## src/rtl/apb_requester.sv

```systemverilog
// APB requester: turns one command at a time into an APB SETUP/ACCESS transfer
// and returns a single response (data, slave error or wait-state timeout).
module apb_requester #(
    parameter int ADDR_WIDTH = 32,
    parameter int DATA_WIDTH = 32,
    parameter int TIMEOUT    = 16,
    parameter int STRB_WIDTH = DATA_WIDTH / 8
) (
    input  logic                  pclk,
    input  logic                  presetn,
    // cmd and rsp channels: a beat transfers on a rising edge where valid and
    // ready are both high; valid holds its payload steady until that edge.
    input  logic                  cmd_valid,
    output logic                  cmd_ready,
    input  logic                  cmd_write,
    input  logic [ADDR_WIDTH-1:0] cmd_addr,
    input  logic [DATA_WIDTH-1:0] cmd_wdata,
    input  logic [STRB_WIDTH-1:0] cmd_strb,
    input  logic [2:0]            cmd_prot,
    output logic                  rsp_valid,
    input  logic                  rsp_ready,
    output logic [DATA_WIDTH-1:0] rsp_rdata,
    output logic                  rsp_err,
    output logic                  rsp_timeout,
    output logic                  psel,
    output logic                  penable,
    output logic                  pwrite,
    output logic [ADDR_WIDTH-1:0] paddr,
    output logic [DATA_WIDTH-1:0] pwdata,
    output logic [STRB_WIDTH-1:0] pstrb,
    output logic [2:0]            pprot,
    input  logic [DATA_WIDTH-1:0] prdata,
    input  logic                  pready,
    input  logic                  pslverr,
    output logic [1:0]            state_dbg,
    output logic [7:0]            wait_cnt_dbg
);

    localparam int ALIGNBITS = $clog2(STRB_WIDTH);
    localparam logic [ADDR_WIDTH-1:0] ALIGN_MASK = ADDR_WIDTH'((1 << ALIGNBITS) - 1);
    localparam logic [7:0] WAIT_LAST = 8'(TIMEOUT - 1);

    typedef enum logic [1:0] {
        IDLE   = 2'd0,
        SETUP  = 2'd1,
        ACCESS = 2'd2
    } state_t;

    state_t     state, state_next;
    logic [7:0] wait_cnt;
    logic       misaligned;
    logic       accept;
    logic       complete;
    logic       timeout_hit;

    assign cmd_ready    = (state == IDLE) && !rsp_valid;
    assign misaligned   = |(cmd_addr & ALIGN_MASK);
    assign psel         = (state != IDLE);
    assign penable      = (state == ACCESS);
    assign state_dbg    = state;
    assign wait_cnt_dbg = wait_cnt;

    always_ff @(posedge pclk or negedge presetn) begin
        if (!presetn) state <= IDLE;
        else          state <= state_next;
    end

    always_comb begin
        state_next  = state;
        accept      = 1'b0;
        complete    = 1'b0;
        timeout_hit = 1'b0;
        case (state)
            IDLE: begin
                if (cmd_valid && cmd_ready) begin
                    accept = 1'b1;
                    if (!misaligned) state_next = SETUP;
                end
            end
            SETUP: state_next = ACCESS;
            ACCESS: begin
                // pready wins over the timeout boundary in the same cycle
                if (pready) begin
                    complete   = 1'b1;
                    state_next = IDLE;
                end else if (wait_cnt == WAIT_LAST) begin
                    timeout_hit = 1'b1;
                    state_next  = IDLE;
                end
            end
            default: state_next = IDLE;
        endcase
    end

    always_ff @(posedge pclk or negedge presetn) begin
        if (!presetn) begin
            pwrite      <= 1'b0;
            paddr       <= '0;
            pwdata      <= '0;
            pstrb       <= '0;
            pprot       <= '0;
            wait_cnt    <= '0;
            rsp_valid   <= 1'b0;
            rsp_err     <= 1'b0;
            rsp_timeout <= 1'b0;
            rsp_rdata   <= '0;
        end else begin
            if (accept && !misaligned) begin
                paddr    <= cmd_addr;
                pwrite   <= cmd_write;
                pwdata   <= cmd_write ? cmd_wdata : '0;
                pstrb    <= cmd_write ? cmd_strb : '0;
                pprot    <= cmd_prot;
                wait_cnt <= '0;
            end
            if (accept && misaligned) begin
                rsp_valid   <= 1'b1;
                rsp_err     <= 1'b1;
                rsp_timeout <= 1'b0;
                rsp_rdata   <= '0;
            end
            if (state == ACCESS && !pready) wait_cnt <= wait_cnt + 8'd1;
            if (complete) begin
                rsp_valid   <= 1'b1;
                rsp_err     <= pslverr;
                rsp_timeout <= 1'b0;
                rsp_rdata   <= (!pwrite && !pslverr) ? prdata : '0;
            end
            if (timeout_hit) begin
                rsp_valid   <= 1'b1;
                rsp_err     <= 1'b1;
                rsp_timeout <= 1'b1;
                rsp_rdata   <= '0;
            end
            if (rsp_valid && rsp_ready) rsp_valid <= 1'b0;
        end
    end

endmodule
```

## config.mk

```make
export PLATFORM = sky130hd
export DESIGN_NAME = apb_requester
export DESIGN_NICKNAME = d
export VERILOG_FILES = /design/src/rtl/apb_requester.sv
export SDC_FILE = /design/constraint.sdc
export NUM_CORES = 1
export LEC_CHECK = 0
export ABC_AREA = 1
export ABC_CLOCK_PERIOD_IN_PS = 1850
export BUFFER_PORTS_ARGS = -buffer_cell sky130_fd_sc_hd__clkbuf_2
export CAP_MARGIN = 25
export CORE_UTILIZATION = 40
export CTS_CLUSTER_DIAMETER = 150
export DETAILED_ROUTE_END_ITERATION = 16
export PLACE_DENSITY = 0.77
export SYNTH_ARGS = -nofsm -noshare
export SYNTH_HDL_FRONTEND = slang
export SYNTH_SLANG_ARGS = --single-unit
```

## constraint.sdc

```tcl
create_clock -name pclk -period 1.85 [get_ports pclk]
set_input_delay 0.0925 -clock pclk [delete_from_list [all_inputs] [get_ports pclk]]
set_output_delay 0.0925 -clock pclk [all_outputs]
set_load 0.005 [all_outputs]
```

==> results.yml, run 1 <==
run_status:
  result_of_the_run: "finished clean"
setup_path:
  critical_path_peak_fanout: 70
  timing.rr.end: "pwdata[10]$_DFFE_PN0P_"
  reg2reg_setup_slack_ns: 0.29
  cp_arrival_ns: 1.85
  cp_data_required_time_ns: 2.14
  criticalPathCategory: "reg -> reg"
  reg2regPathDepth: 5
  worst_r2r_startpoint: "state_dbg[1]$_DFFE_PN0P_"
  worst_setup_path_start_kind: "flop"
  critPathCaptureType: "flop"
clocking:
  worst_setup_hold_path_clk_slew_ns: 0.05
  cts_max_path_buffers: 2
  tritoncts_clock_tree: "yes"
  cts-resized-gates: 0
  ctsHtreeMaxLevel: 4
  clock_sinks: 117
  cts_post_setup_buffers_inserted: 0
  ctsRootBufferMaster: "sky130_fd_sc_hd__clkbuf_16"
  clock_insertion_delay_worst_skew_ns: 0.42
  numCtsBuffers: 17
finish:
  fillers: 943
  post_route_cells_drive_above_1_share_pct: 32.5
  stdcell_count: 1047
  antenna_cells: 0
  final_core_utilization_pct: 65.4
  areaGrowthSynthToFinish_pct: 58.6
  nets: 977
global_route:
  antenna_found_initial: 0
  gr-total-overflow: 0
  maximum_number_of_pins_on_one_net_before_global_route_repair: 71
  grt_use_total_pct: 26.1
  grt_use_met1_pct: 31.4
  first_global_vias: 5296
  use_met2_pct: 43.1
  grt_first_pass_wirelength_mm: 25.8
  gr-usage-met3_pct: 7.01
  grt.busiest_layer: "met2"
power:
  irDropWorstVdd_uv: 868
  p_per_area_nw_per_um2: 1380
  power.static_leakage_uw: 0.00433
synth:
  synth_largest_area_cell: "sky130_fd_sc_hd__dfrtp_1"
  yosys-top-cells-area: "sky130_fd_sc_hd__dfrtp_1 59%, sky130_fd_sc_hd__nand2_1 14%, sky130_fd_sc_hd__o21ai_0 7.4%"
  synthSimpleGateAreaFrac_pct: 26.5
  ys_seq_area_share_pct: 58.8
  synthFlopType: "sky130_fd_sc_hd__dfrtp_1"
  main_combinational_cell_family_by_area_after_synthesis: "simple AND/OR/NAND/NOR gates"
  xor_xnor_share_of_the_synthesized_area_pct: 0.352
  yosys_cell_types: 22
  netlist_top_cells_count: "192 x sky130_fd_sc_hd__nand2_1, 117 x sky130_fd_sc_hd__dfrtp_1, 74 x sky130_fd_sc_hd__o21ai_0"
  synth.area.mux_share_pct: 0
  postSynthRegisterBits: 117
  synth-warning-count: 0
  synth_area_um2: 4980
  post_synthesis_cells: 540
  synth-compound-area-share_pct: 7.77
  synth-adder-area-share_pct: 0.251
  syn_avg_cell_area_um2: 9.22
  postSynth.asyncResetShare_pct: 100
  synth_top_area_share_pct: 58.8
  synth_fp_nets: 651
  cell_with_the_most_instances_after_synthesis: "sky130_fd_sc_hd__nand2_1"
  synth_edf_count: 0
place:
  place_hpwl_mm: 9.38
  place_inst: 912
  finalWeightedCongestion: 0.820
  port-buffer-count: 229
floorplanning:
  die_w_um: 114
  dieHeight_um: 114
  io_pins: 230
  core.rowCount: 40
  core_area_um2: 12100
  initial_core_util_pct: 41.3
  dieArea_um2: 12900
hold_path:
  worst_hold_path.endpoint: "rsp_err$_DFFE_PN0P_"
  holdCritPathClass: "in -> reg"
  min-delay-start: "pslverr"
  min_path_cells: 4
sta:
  headroom_to_the_max_slew_limit_pct: 56.9
  fin_setup_tns_ns: 0
  finalHoldViolCount: 0
  worst_margin_pin_slew_ns: 0.646
  period_needed_ns: 1.56
  timing.final.max_slew_violations: 0
  finalClockSkew_ns: 0.0191
  max_clock_freq_mhz: 642
  grt_setup_unrepaired: "no"
  layout_worst_path_cycle_share_pct: 84.2
  timing.final.setup_violations: 0
route:
  post-route-drc-count: 0
  drt_first_iter_violations: 347
  via_count: 5222
  avgViaCountPerCell: 4.99
  drt_pass1_iterations: 7
  drtAntennaViolNets: 0
  routed_wire_length_mm: 16.4
  drt-wirelength-per-cell_um: 15.7
run:
  timing.max_cap.violations: 0
==> cell usage in the layout (no fill, tap or decap), drive strengths merged <==
cell,instances
bufinv,5
nand3,45
clkinv,3
xor2,2
clkbuf,251
o21ai,74
nor2,15
inv,11
nand4,34
clkinvlp,1
a31oi,1
nand2,196
buf,14
dlygate4sd3,103
a21oi,2
or2,3
dfrtp,117
nand3b,1
ha,1
==> registers in the layout, summed over array words and instances (netlist names) <==
name	cells
paddr	32
rsp_valid	1
pprot	3
rsp_timeout	1
rsp_rdata	32
rsp_err	1
pwdata	32
pwrite	1
wait_cnt_dbg	8
state_dbg	2
pstrb	4
==> critical path: stages, from the launching register on <==
cell and delay [ns]:
sky130_fd_sc_hd__dfrtp_1 0.43, sky130_fd_sc_hd__nor2_4 0.16, sky130_fd_sc_hd__nand3_4 0.09, sky130_fd_sc_hd__buf_4 0.31
sky130_fd_sc_hd__o21ai_0 0.30, sky130_fd_sc_hd__nand2_1 0.11
==> final cells by class <==
cell class | instances | area [um^2] | share of cell area (%)
inverters | 11 | 41.3 | 0.523
clock inverters | 9 | 173 | 2.19
multi-input cells | 374 | 1740 | 22.0
repair buffers | 345 | 2330 | 29.5
well taps | 168 | 210 | 2.66
clock buffers | 23 | 478 | 6.06
flip-flops and latches | 117 | 2930 | 37.1
==> how the worst max path moves through the flow <==
stage | end | startpoint | cells past startpoint | slack [ns]
3_5_place_dp | pwdata[30]$_DFFE_PN0P_ | state_dbg[1]$_DFFE_PN0P_ | 5 | 0.36
2_1_floorplan | rsp_rdata[10]$_DFFE_PN0P_ | wait_cnt_dbg[0]$_DFFE_PN0P_ | 7 | 0.53
4_1_cts | rsp_err$_DFFE_PN0P_ | wait_cnt_dbg[0]$_DFFE_PN0P_ | 8 | 0.35
5_1_grt | pwdata[9]$_DFFE_PN0P_ | rsp_valid$_DFFE_PN0P_ | 5 | 0.17
6_report | pwdata[10]$_DFFE_PN0P_ | state_dbg[1]$_DFFE_PN0P_ | 5 | 0.29
3_3_place_gp | rsp_err$_DFFE_PN0P_ | wait_cnt_dbg[0]$_DFFE_PN0P_ | 8 | 0.40
==> cell families (layout without fill, tap and decap cells) <==
family / after synthesis / after routing
AOI/OAI and AO/OA: 77 / 77
xor gates and xnor gates: 2 / 2
adders and majority gates: 1 / 1
and+or+nand+nor: 294 / 294
buffers and inverters: 49 / 388
DFF: 117 / 117
==> power breakdown <==
part           internal [uW]  switching [uW]  leakage, uW
combinational           1380            1700      0.00247
sequential              3540             630      0.00154
clock                   2490            1110     0.000317
==> metal layers <==
layer / share of wire [%] / vias to the layer above
li1: - / 2446
met1: 41 / 2476
met5: 0 / -
met3: 6.9 / 44
met2: 49 / 256
met4: 2.9 / 0
==> metrics by stage <==
step / total power (uW) / hold WS [ns] / area (um^2) / setup slack, ns
2_1_floorplan: 5380 / -0.203 / 4980 / 0.527
3_3_place_gp: 6880 / 0.138 / 6210 / 0.400
3_5_place_dp: 7000 / 0.142 / 6210 / 0.361
4_1_cts: 10800 / 0.0565 / 7890 / 0.354
5_1_grt: 11500 / 0.0913 / 7890 / 0.171
6_report: 10900 / 0.0849 / 7890 / 0.292
==> timing repair <==
item                       CTS  global route
hold endpoints to repair   219             0
setup endpoints to repair    0             0
hold buffers               103             0
Power figures use the tool's default switching activity.
==> run 2, diff against run 1 <==
--- a/config.mk
+++ b/config.mk
@@ -5,8 +5,8 @@
 export SDC_FILE = /design/constraint.sdc
 export NUM_CORES = 1
 export LEC_CHECK = 0
-export ABC_AREA = 1
-export ABC_CLOCK_PERIOD_IN_PS = 1850
+export ABC_AREA = 0
+export ABC_CLOCK_PERIOD_IN_PS = 1550
 export BUFFER_PORTS_ARGS = -buffer_cell sky130_fd_sc_hd__clkbuf_2
 export CAP_MARGIN = 25
 export CORE_UTILIZATION = 40
==> constraint.sdc (replaced) <==
create_clock -name pclk -period 1.55 [get_ports pclk]
set_input_delay 0.0775 -clock pclk [delete_from_list [all_inputs] [get_ports pclk]]
set_output_delay 0.0775 -clock pclk [all_outputs]
set_load 0.005 [all_outputs]
==> run 2 against run 1 <==
  * The flow now finishes with violations (setup timing)
  * Cell count decreased by 9.4%
  * Hold slack got worse by 0.0042 ns
  * Count of clock-buffer cells in the layout increased by 4
  * Setup slack lost 0.64 ns
  * First-iteration DRC count is 20% lower
  * Sequential power up 14%
  * Die area shrank 0.67%
  * Flip-flop and latch count did not move
  * Register-to-register slack got worse by 0.64 ns
  * Combinational power is 51% higher
  * Wire length rose by 9.6%
  * Fmax fell by 18%
==> results.yml, run 2 <==
power:
  p_per_area_nw_per_um2: 1520
  p_clk_share_pct: 28.6
  power.static_leakage_uw: 0.00422
  power_switching_share_pct: 30.6
  seq_power_share_pct: 36.2
  total_internal_power_uw: 9150
  comb_power_share_pct: 35.2
  irDropWorstVdd_uv: 857
  power_switching_uw: 4040
place:
  finalWeightedCongestion: 0.774
  port-buffer-count: 229
  place_area_um2: 6420
  place_hpwl_mm: 9.22
  place_inst: 792
  place_ws_ns: -0.488
sta:
  grt_setup_unrepaired: "yes"
  layout_worst_path_cycle_share_pct: 122
  max_clock_freq_mhz: 527
  finalHoldViolCount: 0
  finalClockSkew_ns: 0.00628
  timing.final.max_slew_violations: 0
  fin_setup_tns_ns: -29.30
  headroom_to_the_max_slew_limit_pct: 63.8
  worst_margin_pin_slew_ns: 0.541
  period_needed_ns: 1.90
  timing.final.ws_setup_ns: -0.348
  timing.final.setup_violations: 116
floorplanning:
  dieArea_um2: 12800
  initial_core_util_pct: 41.2
  io_pins: 230
  core_area_um2: 12000
  core.rowCount: 40
  dieHeight_um: 113
  die_w_um: 113
clocking:
  worst_setup_hold_path_clk_slew_ns: 0.05
  ctsHtreeMaxLevel: 4
  ctsRootBufferMaster: "sky130_fd_sc_hd__clkbuf_16"
  clock_sinks: 117
  clock_insertion_delay_worst_skew_ns: 0.41
  numCtsBuffers: 17
  tritoncts_clock_tree: "yes"
  cts_max_path_buffers: 2
global_route:
  grt_first_pass_wirelength_mm: 25.9
  antenna_found_initial: 0
  grt_use_total_pct: 26.6
  first_global_vias: 5407
  maximum_number_of_pins_on_one_net_before_global_route_repair: 53
  gr-total-overflow: 0
finish:
  stdcell_count: 949
  mostFrequentLayoutCell: "sky130_fd_sc_hd__clkbuf_2"
  fillers: 775
  nets: 901
  areaGrowthSynthToFinish_pct: 75.2
  final_core_utilization_pct: 72.1
  antenna_cells: 0
  layout_common_cells: "228 x sky130_fd_sc_hd__clkbuf_2, 117 x sky130_fd_sc_hd__dfrtp_1, 104 x sky130_fd_sc_hd__dlygate4sd3_1"
  post_route_cells_drive_above_1_share_pct: 48.5
  largest_registers: "paddr x32, pwdata x32, rsp_rdata x32"
  finish.instance_area_um2: 8660
synth:
  postSynthRegisterBits: 117
  cell_with_the_most_instances_after_synthesis: "sky130_fd_sc_hd__dfrtp_1"
  syn_avg_cell_area_um2: 11.8
  synth.area.mux_share_pct: 8.91
  netlist_top_cells_count: "117 x sky130_fd_sc_hd__dfrtp_1, 78 x sky130_fd_sc_hd__o21ai_0, 40 x sky130_fd_sc_hd__nand2_1"
  synth_top_area_share_pct: 59.2
  synthFlopType: "sky130_fd_sc_hd__dfrtp_1"
  synth-compound-area-share_pct: 20.7
  yosys_cell_types: 38
  synth-adder-area-share_pct: 0.253
  xor_xnor_share_of_the_synthesized_area_pct: 0
  synth_largest_area_cell: "sky130_fd_sc_hd__dfrtp_1"
  ys_seq_area_share_pct: 59.2
  synth-warning-count: 0
  yosys-top-cells-area: "sky130_fd_sc_hd__dfrtp_1 59%, sky130_fd_sc_hd__o21ai_0 7.9%, sky130_fd_sc_hd__o2bb2ai_1 5.8%"
  synth_edf_count: 0
  synth_fp_nets: 531
  synthSimpleGateAreaFrac_pct: 6.30
  postSynth.asyncResetShare_pct: 100
  main_combinational_cell_family_by_area_after_synthesis: "compound AO/OA/AOI/OAI gates"
  post_synthesis_cells: 420
  synth_area_um2: 4940
setup_path:
  criticalPathCategory: "reg -> reg"
  worst_r2r_startpoint: "state_dbg[1]$_DFFE_PN0P_"
  critPathCaptureType: "flop"
  cp_arrival_ns: 2.19
  critical_path_peak_fanout: 7
  setup.worst_path.start: "state_dbg[1]$_DFFE_PN0P_"
  cp_data_required_time_ns: 1.84
  worst_setup_path_start_kind: "flop"
hold_path:
  min-delay-start: "pready"
  holdCritPathClass: "in -> reg"
run:
  timing.max_cap.violations: 0
route:
  routed_wire_length_mm: 18.0
  drt_pass1_iterations: 5
  post-route-drc-count: 0
  drt_first_iter_violations: 277
  drt-wirelength-per-cell_um: 19.0
  drtAntennaViolNets: 0
  via_count: 5121
  avgViaCountPerCell: 5.40
run_status:
  failed_checks: "setup timing"
  result_of_the_run: "finished with violations"
-- run 2: worst paths after layout --
| check | cells after the start | slack, ns | to |
|---|---|---|---|
| setup / recovery | 5 | -0.35 | pprot[0]$_DFFE_PN0P_ |
| hold / removal | 4 | 0.08 | wait_cnt_dbg[1]$_DFFE_PN0P_ |
| setup reg to reg | 5 | -0.35 | pprot[0]$_DFFE_PN0P_ |
| hold reg to reg | 1 | 0.49 | paddr[14]$_DFFE_PN0P_ |
| max in group asynchronous | 3 | 0.84 | state_dbg[0]$_DFFE_PN0P_ |
| min in group asynchronous | 2 | 0.12 | rsp_rdata[18]$_DFFE_PN0P_ |
-- run 2: cell families after synthesis --
logic type / Yosys count
multiplexers: 36
adder cells (fa/ha/maj): 1
AO/OA/AOI/OAI: 158
buffers and inverters: 44
flip-flops: 117
AND/OR/NAND/NOR: 64
-- run 2: critical path, stage by stage (launching register included) --
cell	delay, ns
sky130_fd_sc_hd__dfrtp_1	0.38
sky130_fd_sc_hd__or4b_4	0.55
sky130_fd_sc_hd__or2_4	0.28
sky130_fd_sc_hd__clkinv_8	0.10
sky130_fd_sc_hd__clkbuf_16	0.16
sky130_fd_sc_hd__mux2_4	0.30
-- run 2: power by group through the flow --
| stage | Sequential (uW) | Combinational, uW | Clock (uW) |
|---|---|---|---|
| after floorplan | 4790 | 1370 | 0 |
| after global placement | 4670 | 3160 | 0 |
| after detailed placement | 4710 | 3290 | 0 |
| after CTS | 4700 | 3950 | 3830 |
| after global routing | 4860 | 4980 | 3980 |
| final | 4770 | 4640 | 3780 |
-- run 2: per-layer routing --
layer	wire length, um	global-route usage [%]	vias to the layer above	share of wire (%)
li1	-	-	2286	-
met1	6930	28.8	2511	39
met2	9260	46.1	257	52
met3	1040	6.70	67	5.8
met4	747	18.1	0	4.2
met5	0	0	-	0
-- run 2: through the flow --
step	hold WS [ns]	total power, uW
floorplan	-0.218	6160
global placement	0.000108	7830
detailed placement	0.00399	8000
CTS	0.0770	12500
global route	0.0905	13800
finish	0.0807	13200
-- run 2: timing repair --
| item | 4_1_cts | 5_1_grt |
|---|---|---|
| gates cloned | 5 | 10 |
| setup buffers | 4 | 4 |
| endpoints found under the setup margin | 117 | 117 |
| pin swaps | 4 | 44 |
| hold buffers | 104 | 0 |
| hold endpoints to repair | 220 | 0 |
| resized for setup | 73 | 77 |
-- run 2: cell type report --
type	count	area (um^2)	share of cell area (%)
Sequential cell	117	2930	33.8
Timing Repair Buffer	389	2920	33.8
Multi-Input combinational cell	259	2030	23.4
Clock buffer	27	493	5.69
Tap cell	147	184	2.12
Clock inverter	4	70.1	0.809
Inverter	6	35.0	0.404
==> run 3, diff against run 2 <==
--- a/config.mk
+++ b/config.mk
@@ -6,7 +6,7 @@
 export NUM_CORES = 1
 export LEC_CHECK = 0
 export ABC_AREA = 0
-export ABC_CLOCK_PERIOD_IN_PS = 1550
+export ABC_CLOCK_PERIOD_IN_PS = 2340
 export BUFFER_PORTS_ARGS = -buffer_cell sky130_fd_sc_hd__clkbuf_2
 export CAP_MARGIN = 25
 export CORE_UTILIZATION = 40
==> constraint.sdc (replaced) <==
create_clock -name pclk -period 2.34 [get_ports pclk]
set_input_delay 0.117 -clock pclk [delete_from_list [all_inputs] [get_ports pclk]]
set_output_delay 0.117 -clock pclk [all_outputs]
set_load 0.005 [all_outputs]
==> run 3 against run 2 <==
  * The flow now finishes without violations
  * Register-to-register slack gained 0.46 ns
  * Setup slack gained 0.46 ns
  * Highest routed layer unchanged
  * Largest cell class unchanged
  * Combinational power fell by 53%
  * Clock skew up 0.0014 ns
  * Cell area is 9.5% lower
==> results.yml, run 3 (synthesized netlist as in run 2, its figures left out) <==
clocking:
  clock_insertion_delay_worst_skew_ns: 0.41
  ctsRootBufferMaster: "sky130_fd_sc_hd__clkbuf_16"
  cts_max_path_buffers: 2
  tritoncts_clock_tree: "yes"
  numCtsBuffers: 17
  ctsHtreeMaxLevel: 4
  clock_sinks: 117
  worst_setup_hold_path_clk_slew_ns: 0.05
power:
  p_per_area_nw_per_um2: 1000
  power.static_leakage_uw: 0.00384
  irDropWorstVdd_uv: 502
  power_uw: 7860
route:
  drt_first_iter_violations: 304
  drt-wirelength-per-cell_um: 17.0
  avgViaCountPerCell: 5.29
  routed_wire_length_mm: 15.4
  drtAntennaViolNets: 0
  via_count: 4790
  drt_pass1_iterations: 5
  post-route-drc-count: 0
place:
  port-buffer-count: 229
  place_area_um2: 6230
  place_hpwl_mm: 9.12
  place_inst: 772
  finalWeightedCongestion: 0.822
sta:
  period_needed_ns: 2.23
  max_clock_freq_mhz: 448
  timing.final.max_slew_violations: 0
  finalClockSkew_ns: 0.00764
  grt_setup_unrepaired: "no"
  timing.final.setup_violations: 0
  layout_worst_path_cycle_share_pct: 95.3
  headroom_to_the_max_slew_limit_pct: 48.3
  finalHoldViolCount: 0
  worst_margin_pin_slew_ns: 0.776
  fin_setup_tns_ns: 0
finish:
  areaGrowthSynthToFinish_pct: 58.7
  final_core_utilization_pct: 65.3
  stdcell_count: 906
  nets: 859
  mostFrequentLayoutCell: "sky130_fd_sc_hd__clkbuf_2"
  antenna_cells: 0
  largest_registers: "paddr x32, pwdata x32, rsp_rdata x32"
  post_route_cells_drive_above_1_share_pct: 40.4
  layout_common_cells: "228 x sky130_fd_sc_hd__clkbuf_2, 117 x sky130_fd_sc_hd__dfrtp_1, 104 x sky130_fd_sc_hd__dlygate4sd3_1"
  finish.instance_area_um2: 7840
run:
  timing.max_cap.violations: 0
setup_path:
  reg2reg_setup_slack_ns: 0.11
  critPathCaptureType: "flop"
  worst_setup_path_start_kind: "flop"
  cp_arrival_ns: 2.51
  critical_path_peak_fanout: 18
  cp_data_required_time_ns: 2.62
  criticalPathCategory: "reg -> reg"
global_route:
  grt_use_total_pct: 24.8
  antenna_found_initial: 0
  gr-total-overflow: 0
  grt_first_pass_wirelength_mm: 24.6
  maximum_number_of_pins_on_one_net_before_global_route_repair: 74
  first_global_vias: 5018
floorplanning:
  die_w_um: 113
  core_area_um2: 12000
  dieHeight_um: 113
  dieArea_um2: 12800
  io_pins: 230
  core.rowCount: 40
  initial_core_util_pct: 41.2
run_status:
  result_of_the_run: "finished clean"
hold_path:
  holdCritPathClass: "in -> reg"
==> run 3: cell count changes in the layout (fill, tap and decap cells not counted), sizes merged <==
cell / previous run / this run
bufinv: 2 / 1
buf: 52 / 15
clkbuf: 260 / 255
==> run 3: metal layers <==
layer / up-vias / wire [um] / GRT usage, %
met2: 265 / 7780 / 41.2
met1: 2251 / 5880 / 28.5
li1: 2201 / - / -
met5: - / 0 / 0
met4: 0 / 807 / 16.2
met3: 73 / 972 / 6.16
==> run 3: repair_timing <==
action / CTS / global route
setup buffers: 0 / 0
hold buffers: 104 / 0
setup endpoints to repair: 0 / 1
gates resized for setup: 0 / 1
endpoints found under the hold margin: 156 / 0
==> run 3: final timing paths <==
| check | cells after the start | start | end |
|---|---|---|---|
| worst max-delay path | 5 | state_dbg[0]$_DFFE_PN0P_ | paddr[13]$_DFFE_PN0P_ |
| worst min-delay path | 4 | pready | wait_cnt_dbg[1]$_DFFE_PN0P_ |
| worst max register to register | 5 | state_dbg[0]$_DFFE_PN0P_ | paddr[13]$_DFFE_PN0P_ |
| worst min register to register | 1 | paddr[11]$_DFFE_PN0P_ | paddr[11]$_DFFE_PN0P_ |
| max in group asynchronous | 3 | presetn | pwdata[15]$_DFFE_PN0P_ |
| min in group asynchronous | 2 | presetn | paddr[12]$_DFFE_PN0P_ |
==> run 3: cell type report <==
| cell class | count | area, um^2 |
|---|---|---|
| multi-input cells | 259 | 1800 |
| flip-flops and latches | 117 | 2930 |
| repair buffers | 347 | 2330 |
| clock buffers | 27 | 533 |
| clock inverters | 3 | 40.0 |
| fillers | 873 | 4170 |
| well taps | 147 | 184 |
| inverters | 6 | 23.8 |
==> run 3: per-stage QoR <==
stage                     setup WS (ns)  hold slack (ns)
after floorplan                   0.200           -0.179
after detailed placement          0.149            0.214
after CTS                         0.128           0.0861
after global placement            0.204            0.209
after global routing             0.0449            0.139
final                             0.109            0.112
==> run 3: report_power, final <==
| group | internal [uW] | switching (uW) | total [uW] |
|---|---|---|---|
| clock | 1640 | 861 | 2500 |
| combinational | 1160 | 1020 | 2180 |
| sequential | 2730 | 446 | 3170 |
| total | 5530 | 2330 | 7860 |
==> run 3: critical path, cell delays in order (launching register included) <==
cell	delay, ns
sky130_fd_sc_hd__dfrtp_1	0.38
sky130_fd_sc_hd__or4b_2	0.70
sky130_fd_sc_hd__or2_4	0.26
sky130_fd_sc_hd__clkinv_2	0.21
sky130_fd_sc_hd__buf_12	0.21
sky130_fd_sc_hd__mux2_1	0.33
